--- config.mk ---
export PLATFORM = sky130hd
export DESIGN_NAME = display_scan
export DESIGN_NICKNAME = d
export VERILOG_FILES = /design/src/rtl/display_scan.sv
export SDC_FILE = /design/constraint.sdc
export NUM_CORES = 1
export LEC_CHECK = 0
export BUFFER_PORTS_ARGS = -buffer_cell sky130_fd_sc_hd__buf_4
export CORE_UTILIZATION = 35
export CTS_CLUSTER_DIAMETER = 150
export DETAILED_ROUTE_END_ITERATION = 7
export PLACE_DENSITY_LB_ADDON = 0.12
export SYNTH_ARGS = -nofsm -noshare
export SYNTH_HDL_FRONTEND = slang
export SYNTH_SLANG_ARGS = --single-unit
--- constraint.sdc ---
create_clock -name clk -period 2.13 [get_ports clk]
set_input_delay 0.426 -clock clk [delete_from_list [all_inputs] [get_ports clk]]
set_output_delay 0.426 -clock clk [all_outputs]
set_load 0.02 [all_outputs]
--- src/rtl/display_scan.sv ---
// Time-multiplexed scan controller for a common-anode 7-segment display.
// The shadow value/enable change only at frame boundaries, so every frame is tear-free.
module display_scan #(
  parameter int DIGITS      = 4,
  parameter int REFRESH_DIV = 100000,
  parameter int BLANK       = 4,
  localparam int IW = (DIGITS > 1) ? $clog2(DIGITS) : 1,
  localparam int CW = $clog2(REFRESH_DIV)
) (
  input  logic                  clk,
  input  logic                  rst,
  input  logic [4*DIGITS-1:0]   data,
  input  logic [DIGITS-1:0]     digit_en,
  input  logic                  load,
  output logic [3:0]            display_data,
  output logic [DIGITS-1:0]     anode,
  output logic [IW-1:0]         digit_idx,
  output logic                  frame_done
);

  typedef struct packed {
    logic [DIGITS-1:0][3:0] val;
    logic [DIGITS-1:0]      en;
  } disp_t;

  logic [CW-1:0] cnt;
  logic [IW-1:0] dig;
  disp_t         shd, pnd;
  logic          pv;
  logic          slot_end, frame_end, lit;
  disp_t         req;

  assign slot_end  = (cnt == CW'(REFRESH_DIV - 1));
  assign frame_end = slot_end && (dig == IW'(DIGITS - 1));
  assign req       = '{val: data, en: digit_en};

  always_ff @(posedge clk or posedge rst) begin
    if (rst) begin
      cnt        <= '0;
      dig        <= '0;
      shd        <= '0;
      pnd        <= '0;
      pv         <= 1'b0;
      frame_done <= 1'b0;
    end else begin
      frame_done <= frame_end;
      if (slot_end) begin
        cnt <= '0;
        dig <= frame_end ? '0 : dig + 1'b1;
      end else begin
        cnt <= cnt + 1'b1;
      end
      // A load on the boundary edge bypasses the pending copy entirely.
      if (frame_end) begin
        if (load) begin
          shd <= req;
          pv  <= 1'b0;
        end else if (pv) begin
          shd <= pnd;
          pv  <= 1'b0;
        end
      end else if (load) begin
        pnd <= req;
        pv  <= 1'b1;
      end
    end
  end

  assign lit          = (cnt >= CW'(BLANK));
  assign display_data = shd.val[dig];
  assign digit_idx    = dig;

  for (genvar i = 0; i < DIGITS; i++) begin : g_anode
    assign anode[i] = !(lit && (dig == IW'(i)) && shd.en[i]);
  end

endmodule

==> metrics <==
Slew Viols, Final=0; design area=0.00382 mm^2; slew margin rel.=66.1%; CP required=1.70 ns; vias in the first global route=2378; n_diodes=0; Yosys cell types=37; clock buffer depth=2; initial antenna violation count=0; type of origin of the critical path=flip-flop; status=finished, violations left; period utilisation layout=102%; leakage power=1.65 nW; layout cells sized above 1=39.5%; GP Congestion=0.731; Avg Cell Area, Syn=11.4 um^2; Vias/cell=5.29; Critical Path Start=cnt[13]; IO Count=34; CTS buffer count=9; Total Routing Usage GR=17.5%; top-count cell post-synth=dfrtp_1; power per cell area=658 mW/mm^2; synthesis-to-layout area growth=28.6%; Cell Area, Synth=0.00297 mm^2; syn nets=289; DP Worst Slack=0.0672 ns; register bit total from synthesis=61; Starting Density=36.1%; Skew-Pair Late Insertion Delay=0.34 ns; endpoints failing hold=0; Post-Synth Simple-Gate Area=15.4%; Hold WC Path Type=in2async; hpwl dp=4720 um; Setup CP Type=reg2out; Post-synth ARST share=100%; largest family of logic cells by synthesized area=simple AND/OR/NAND/NOR gates; Core Util, Final=46.5%; RSZ-0062 raised after global routing=true; die width=94.1 um; largest cells by area after synthesis=dfrtp_1 51%, mux2_2 7.6%, o221a_2 3.8%; placed instance area=0.00350 mm^2; first-pass GRT wire length=11500 um; Remaining DRCs=0; clock tree root driver cell=clkbuf_8; DRT Pass-1 Iters=4; nets=348; Fin Hold WS=0.151 ns; fmax=0.458 GHz; adder-cell share of the synthesized area=2.53%; CTS tree=built; failing checks=negative setup slack; yosys warns=0; IO Port Bufs=33; DR iter-0 viols=96; worst-margin pin slew=0.503 ns; die area=0.00886 mm^2; largest net degree at the start of global routing=62; CP max FO=4; fin worst setup slack=-0.0529 ns; height of the die=94.1 um; filler instances=767; Primary FF master, synth=dfrtp_1; register area share after synthesis=51.4%; post-synthesis mux area share=10.6%; gr ovfl total=0; Compound-Gate Fraction of Synth Area=12.7%; min cycle time layout=2.18 ns; Post-DRT Antenna Nets=0; synth cell count leaders=61 x dfrtp_1, 23 x nor2_1, 20 x mux2_2; via count=2268; post-synthesis xor/xnor area fraction=3.83%; Post-synth EDFFs=0; Post-Syn Instances=260; area of the core=0.00822 mm^2; area share of the largest cell type after synthesis=51.4%; crit path capture type=primary output; Rows=33; Placed Cells=410; wire length per cell=16.2 um; cts hold-fix bufs=0; final setup vio count=4; routed wire length=6930 um; Worst VDD drop=0.364 mV; fin cells=429; Sink Count=61; max_cap viols=0; r2r startpoint=cnt[13]; CTS HTree Levels=3; clock slew at reported path FFs=0.07 ns; crit path DAT=1.76 ns; Synth area leader=dfrtp_1; Clock Skew=0.00940 ns
[layer usage]
metal	GRT usage (%)	vias up	routed length [um]
li1	-	1091	-
met1	21.1	1136	3070
met2	30.3	36	3540
met3	5.50	5	258
met4	4.23	0	62
met5	0	-	0
[sequential cells by signal, summed over array words and instances (netlist names)]
signal	flops
digit_idx	2
shd	20
pv	1
pnd	20
cnt	17
frame_done	1
[per-stage QoR]
stage / setup TNS [ns] / power (W)
floorplan: 0 / 0.00135
global route: -0.456 / 0.00264
detailed placement: 0 / 0.00143
CTS: -0.277 / 0.00256
global placement: 0 / 0.00142
finish: -0.170 / 0.00251
[layout by cell type, fill, tap and decap left out, drive strengths merged, types with 10 or more instances in the layout]
| master | synthesis | routed |
|---|---|---|
| nand2 | 12 | 12 |
| buf | 5 | 60 |
| mux2 | 20 | 20 |
| dfrtp | 61 | 61 |
| nor3 | 17 | 17 |
| nand3 | 17 | 17 |
| nor2 | 24 | 24 |
| clkbuf | 7 | 10 |
| o221a | 10 | 10 |
| a31oi | 10 | 10 |
[report_power, final]
part / switching [W] / internal [W] / total (W)
Sequential: 0.0000231 / 0.00120 / 0.00123
Combinational: 0.0000813 / 0.0000922 / 0.000173
Clock: 0.000456 / 0.000656 / 0.00111
Total: 0.000560 / 0.00195 / 0.00251
[cell families (layout without fill, tap and decap cells)]
group | count (synthesis) | count (layout)
xor+xnor | 13 | 13
buf+inv | 21 | 85
simple gates | 88 | 88
mux | 24 | 24
compound gates | 47 | 47
flops | 61 | 61
fa+ha+maj | 6 | 6
[what timing repair did]
| item | in CTS | in global routing |
|---|---|---|
| setup buffers | 2 | 1 |
| endpoints found under the setup margin | 6 | 14 |
| pin swaps | 5 | 2 |
| gates resized for setup | 14 | 4 |
[critical path, cell delays in order, from the launching register on]
cell and delay, ns:
dfrtp_1 0.38, or4_4 0.56, nor2_4 0.13, nand3_4 0.12, nand3_4 0.12, buf_6 0.12
[final cells by class]
cell class,count,area (um^2),share of cell area (%)
multi-input combinational,178,1410,36.8
clock inverter,6,87.6,2.29
inverter,9,33.8,0.885
clock buffer,10,128,3.34
tap,105,131,3.44
sequential,61,1530,40.0
timing repair buffer,60,503,13.2
[path summary, 6_finish.rpt]
check	to	slack (ns)	cells after the start
max in group asynchronous	digit_idx[0]	1.69	3
worst min register to register	cnt[0]	0.51	1
worst max-delay path	anode[3]	-0.05	5
min in group clk	pnd[13]	0.33	2
worst min-delay path	shd[2]	0.15	3
worst max register to register	shd[3]	0.12	5
Power figures use the tool's default switching activity.
